File: config.mk
export PLATFORM = sky130hd
export DESIGN_NAME = rapids_boot_ctrl
export DESIGN_NICKNAME = d
export VERILOG_FILES = /design/src/rtl/rapids_boot_ctrl.sv
export SDC_FILE = /design/constraint.sdc
export NUM_CORES = 1
export LEC_CHECK = 0
export ABC_AREA = 1
export ABC_CLOCK_PERIOD_IN_PS = 2560
export BUFFER_PORTS_ARGS = -buffer_cell sky130_fd_sc_hd__buf_2
export CORE_ASPECT_RATIO = 0.8
export CORE_MARGIN = 1.5
export CORE_UTILIZATION = 51
export CTS_CLUSTER_DIAMETER = 60
export DETAILED_ROUTE_END_ITERATION = 10
export PLACE_DENSITY = 0.92
export SYNTH_ARGS = -nofsm -noshare
export SYNTH_HDL_FRONTEND = slang
export SYNTH_SLANG_ARGS = --single-unit
File: constraint.sdc
create_clock -name clk -period 2.56 [get_ports clk]
set_input_delay 0.128 -clock clk [delete_from_list [all_inputs] [get_ports clk]]
set_output_delay 0.128 -clock clk [all_outputs]
set_load 0.01 [all_outputs]
File: src/rtl/rapids_boot_ctrl.sv
// Boot sequencer for a rapids core: streams program/register words into memory and
// register-file write ports, runs the core, and reports status. Optional: RAPIDS_BOOT_CHECKSUM_EN.
module rapids_boot_ctrl #(
    parameter int DATA_W     = 32,
    parameter int ADDR_W     = 10,
    parameter int REG_ADDR_W = 5,
    parameter int CYC_W      = 16
) (
    input  logic                  clk,
    input  logic                  rst_n,
    input  logic                  start,
    input  logic [CYC_W-1:0]      timeout_limit,
    input  logic                  in_valid,
    output logic                  in_ready,
    input  logic [DATA_W-1:0]     in_data,
    input  logic                  in_sel,
    input  logic                  in_last,
    output logic                  mem_we,
    output logic [ADDR_W-1:0]     mem_addr,
    output logic [DATA_W-1:0]     mem_wdata,
    output logic                  reg_we,
    output logic [REG_ADDR_W-1:0] reg_addr,
    output logic [DATA_W-1:0]     reg_wdata,
    output logic                  go,
    input  logic                  halt,
    output logic                  busy,
    output logic                  done,
    output logic                  timeout,
    output logic                  load_ovf,
    output logic [CYC_W-1:0]      cycles,
    output logic [DATA_W-1:0]     checksum
);

    typedef enum logic [2:0] {IDLE, LOAD, RUN, DONE, FAIL} state_t;

    state_t                  state, state_nxt;
    logic [ADDR_W-1:0]       mem_ptr;
    logic [REG_ADDR_W-1:0]   reg_ptr;
    logic                    hs;
    logic                    start_ok;
    logic [CYC_W-1:0]        cyc_inc;
    logic                    timeout_hit;

    assign hs          = in_valid & in_ready;
    assign start_ok    = start & ((state == IDLE) | (state == DONE) | (state == FAIL));
    assign cyc_inc     = cycles + 1'b1;
    // cyc_inc is the count this RUN cycle will have completed; limit 0 disables the check
    assign timeout_hit = (timeout_limit != '0) && (cyc_inc == timeout_limit);

    always_ff @(posedge clk or negedge rst_n) begin
        if (!rst_n) state <= IDLE;
        else        state <= state_nxt;
    end

    always_comb begin
        state_nxt = state;
        case (state)
            IDLE, DONE, FAIL: if (start) state_nxt = LOAD;
            LOAD:             if (hs && in_last) state_nxt = RUN;
            RUN: begin
                if (halt)             state_nxt = DONE;
                else if (timeout_hit) state_nxt = FAIL;
            end
            default:          state_nxt = IDLE;
        endcase
    end

    always_comb begin
        in_ready = (state == LOAD);
        go       = (state == RUN);
        busy     = (state == LOAD) || (state == RUN);
    end

    always_ff @(posedge clk or negedge rst_n) begin
        if (!rst_n) begin
            mem_we    <= 1'b0;
            mem_addr  <= '0;
            mem_wdata <= '0;
            reg_we    <= 1'b0;
            reg_addr  <= '0;
            reg_wdata <= '0;
            mem_ptr   <= '0;
            reg_ptr   <= '0;
            done      <= 1'b0;
            timeout   <= 1'b0;
            load_ovf  <= 1'b0;
            cycles    <= '0;
        end else begin
            mem_we <= 1'b0;
            reg_we <= 1'b0;
            if (start_ok) begin
                mem_ptr  <= '0;
                reg_ptr  <= '0;
                cycles   <= '0;
                done     <= 1'b0;
                timeout  <= 1'b0;
                load_ovf <= 1'b0;
            end
            if (hs) begin
                if (!in_sel) begin
                    mem_we    <= 1'b1;
                    mem_addr  <= mem_ptr;
                    mem_wdata <= in_data;
                    mem_ptr   <= mem_ptr + 1'b1;
                    if (&mem_ptr) load_ovf <= 1'b1;
                end else begin
                    reg_we    <= 1'b1;
                    reg_addr  <= reg_ptr;
                    reg_wdata <= in_data;
                    reg_ptr   <= reg_ptr + 1'b1;
                    if (&reg_ptr) load_ovf <= 1'b1;
                end
            end
            if (state == RUN) begin
                if (!(&cycles)) cycles <= cyc_inc;
                if (halt)             done    <= 1'b1;
                else if (timeout_hit) timeout <= 1'b1;
            end
        end
    end

`ifdef RAPIDS_BOOT_CHECKSUM_EN
    always_ff @(posedge clk or negedge rst_n) begin
        if (!rst_n)        checksum <= '0;
        else if (start_ok) checksum <= '0;
        else if (hs)       checksum <= checksum + in_data;
    end
`else
    assign checksum = '0;
`endif

endmodule

==> flow_metrics.env <==
export IMPL_antenna_cells=0
export IMPL_yosysTopAreaCell="dfrtp_1"
export IMPL_run_status="finished, final reports clean"
export IMPL_crit_family="simple AND/OR/NAND/NOR gates"
export IMPL_num_io_pins=190
export IMPL_finalWeightedCongestion=0.926
export IMPL_power_per_cell_area_nw_per_um2=1050
export IMPL_synthToLayoutAreaGrowth_pct=27.8
export IMPL_worst_path_max_delay_cell="dfrtp_1"
export IMPL_critPathCaptureType="flop"
export IMPL_synth_seq_cells=118
export IMPL_grt_max_degree=119
export IMPL_clkTransAtPathRegs_ns=0.06
export IMPL_clock_latency_ns=0.40
export IMPL_drv_slew=0
export IMPL_grt_antenna_before_repair=0
export IMPL_cts_tree="yes"
export IMPL_min_period_ns=2.30
export IMPL_path_class="reg2reg"
export IMPL_cts_buffers_inserted=17
export IMPL_synth_edf_count=0
export IMPL_initial_utilization_pct=52.3
export IMPL_wirelength_um=14200
export IMPL_cts_sinks=118
export IMPL_grt_setup_unrepaired="false"
export IMPL_setup_viol=0
export IMPL_final_core_util_pct=66.9
export IMPL_first_pass_iters=5
export IMPL_yosys_top_cells_count="nand2_1, dfrtp_1, inv_1, o21ai_0, nand3_1"
export IMPL_place_area_sq_um=6490
export IMPL_vias=5067
export IMPL_hold_violations=0
export IMPL_grt_pass1_vias=4862
export IMPL_async_flop_share_pct=100
export IMPL_drive_above_1_share_pct=26.7
export IMPL_ir_worst_vdd_mv=0.562
export IMPL_synth_top_cell_area_share_pct=52.0
export IMPL_synth_top_cells_by_area="dfrtp_1, nand2_1, o21ai_0"
export IMPL_yosysMostFrequentCell="nand2_1"
export IMPL_htree_levels=4
export IMPL_netlist_area_sq_um=5680
export IMPL_cp_arrival_ns=2.56
export IMPL_fmax_mhz=435
export IMPL_tns_ns=0
export IMPL_die_area_sq_um=11800
export IMPL_totalPowerFinal_mw=7.64
export IMPL_multi_input_area_sq_um=2180
export IMPL_fin_crit_sh_pct=89.9
export IMPL_tightest_slew_ns=0.665
export IMPL_critPathMaxFanout=11
export IMPL_path_cells="ha_1 -> nand2_4 -> nor2_4 -> nand4_2 -> nor4_2 -> nor2_1 -> inv_1 -> o22ai_1"
export IMPL_seq_area_sq_um=2950
export IMPL_vias_per_cell=5.05
export IMPL_critPathRequiredTime_ns=2.82
export IMPL_globalRoute_totalOverflow=0
export IMPL_drcViolationCount=0
export IMPL_hold_path_class="in2reg"
export IMPL_row_count=34
export IMPL_clock_tree_buffer_depth=2
export IMPL_nNetsFinal=906
export IMPL_portBuffers=157
export IMPL_grt_pass1_wl_um=23200
export IMPL_grt_usage_pct=25.0
export IMPL_ys_types=39
export IMPL_die_h_um=97.4
export IMPL_fp_coreArea_sq_um=10800
export IMPL_syn_inst=672
export IMPL_ys_seq_area_share_pct=52.0
export IMPL_cap_violations=0
export IMPL_ant_nets=0
export IMPL_cp_num_buf_inv=1
export IMPL_worst_slew_margin_rel_pct=55.7
export IMPL_leakagePower_nw=3.96
export IMPL_max_stage_delay_ns=0.50
export IMPL_drt_iter0_drc=411
export IMPL_yosys_warnings=0
export IMPL_dp_hpwl_um=9660
export IMPL_start_kind="flop"
export IMPL_fill_cells=860
export IMPL_fp_dieW_um=121
export IMPL_skew_ns=0.00666
export IMPL_syn_area_per_cell_sq_um=8.45
export IMPL_wl_per_cell_um=14.2
export IMPL_root_buffer="clkbuf_16"
export IMPL_final_area_sq_um=7260
export IMPL_synth_ff_type="dfrtp_1"
-- layer usage --
layer  global-route usage, %  vias to the layer above  part of all wire, %
met5                       0                        -                    0
met4                    8.78                        0                  1.7
met3                    6.63                       24                  8.3
met2                    41.2                      213                   48
met1                    32.0                     2396                   42
li1                        -                     2434                    -
-- logic make-up (layout without fill, tap and decap cells) --
logic type,after synthesis,after routing,synth area share (%)
adders and majority gates,4,4,0.881
AOI/OAI and AO/OA,116,116,11.5
and+or+nand+nor,287,287,22.7
other,1,32,0.0660
DFF,118,118,52.0
xor gates and xnor gates,5,5,1.01
buffers and inverters,140,296,11.7
muxes,1,1,0.176
-- layout by cell type (no fill, tap or decap), types with 3 or more instances in the layout --
cell type / n
nand2_2: 8
clkbuf_16: 17
nand2_1: 178
a21oi_1: 5
nand3b_1: 6
nor2_4: 4
inv_6: 4
nand4_1: 7
buf_4: 7
bufinv_16: 4
o22ai_2: 6
inv_1: 85
nor3_1: 6
clkinv_4: 3
conb_1: 32
dlygate4sd3_1: 14
buf_2: 156
dfrtp_1: 118
nor2_2: 5
ha_1: 4
nor2_1: 27
o21ai_0: 85
o21ai_1: 8
o22ai_1: 6
nand3_1: 35
-- power by group --
group	switching, mW	internal (mW)
Combinational	1.40	0.865
Sequential	0.378	2.48
Clock	0.879	1.64
Total	2.66	4.98
-- sequential cells by signal (all words and copies together) (netlist names), 3 cells and up --
| signal | count |
|---|---|
| mem_wdata | 32 |
| mem_ptr | 10 |
| cycles | 16 |
| mem_addr | 10 |
| reg_wdata | 32 |
| reg_addr | 5 |
| state | 3 |
| reg_ptr | 5 |
-- worst min-delay path, cell delays in order --
cell,delay [ns]
buf_2,0.10
inv_1,0.05
o21ai_0,0.08
-- worst paths after layout --
check / startpoint / endpoint / slack [ns] / depth (start not counted)
min: in_data[24] / mem_wdata[24] / 0.006 / 3
max in group asynchronous: rst_n / reg_we / 1.72 / 3
min reg2reg: mem_addr[7] / mem_addr[7] / 0.48 / 2
max: cycles[0] / cycles[14] / 0.26 / 8
min in group asynchronous: rst_n / done / 0.30 / 3
max reg2reg: cycles[0] / cycles[14] / 0.26 / 8
-- area by class of cell --
cell class / instances / share of cell area (%)
multi-input combinational: 445 / 30.0
timing repair buffer: 178 / 13.7
inverter: 87 / 4.50
sequential: 118 / 40.7
tap: 144 / 2.48
clock inverter: 14 / 2.74
clock buffer: 17 / 5.86
-- what timing repair did --
action / in CTS / in global routing
endpoints found under the hold margin: 133 / 0
hold buffers: 14 / 0
gates resized for setup: 0 / 0
buffers inserted: 0 / 0
-- per-stage QoR --
stage / setup WS [ns] / hold WS, ns / instances
6_report: 0.260 / 0.00605 / 1003
5_1_grt: 0.112 / 0.00458 / 1003
4_1_cts: 0.299 / 0.00278 / 1003
3_5_place_dp: 0.363 / 0.268 / 958
3_3_place_gp: 0.507 / 0.265 / 958
2_1_floorplan: 0.595 / -0.168 / 703
(Power assumes the default switching activity.)
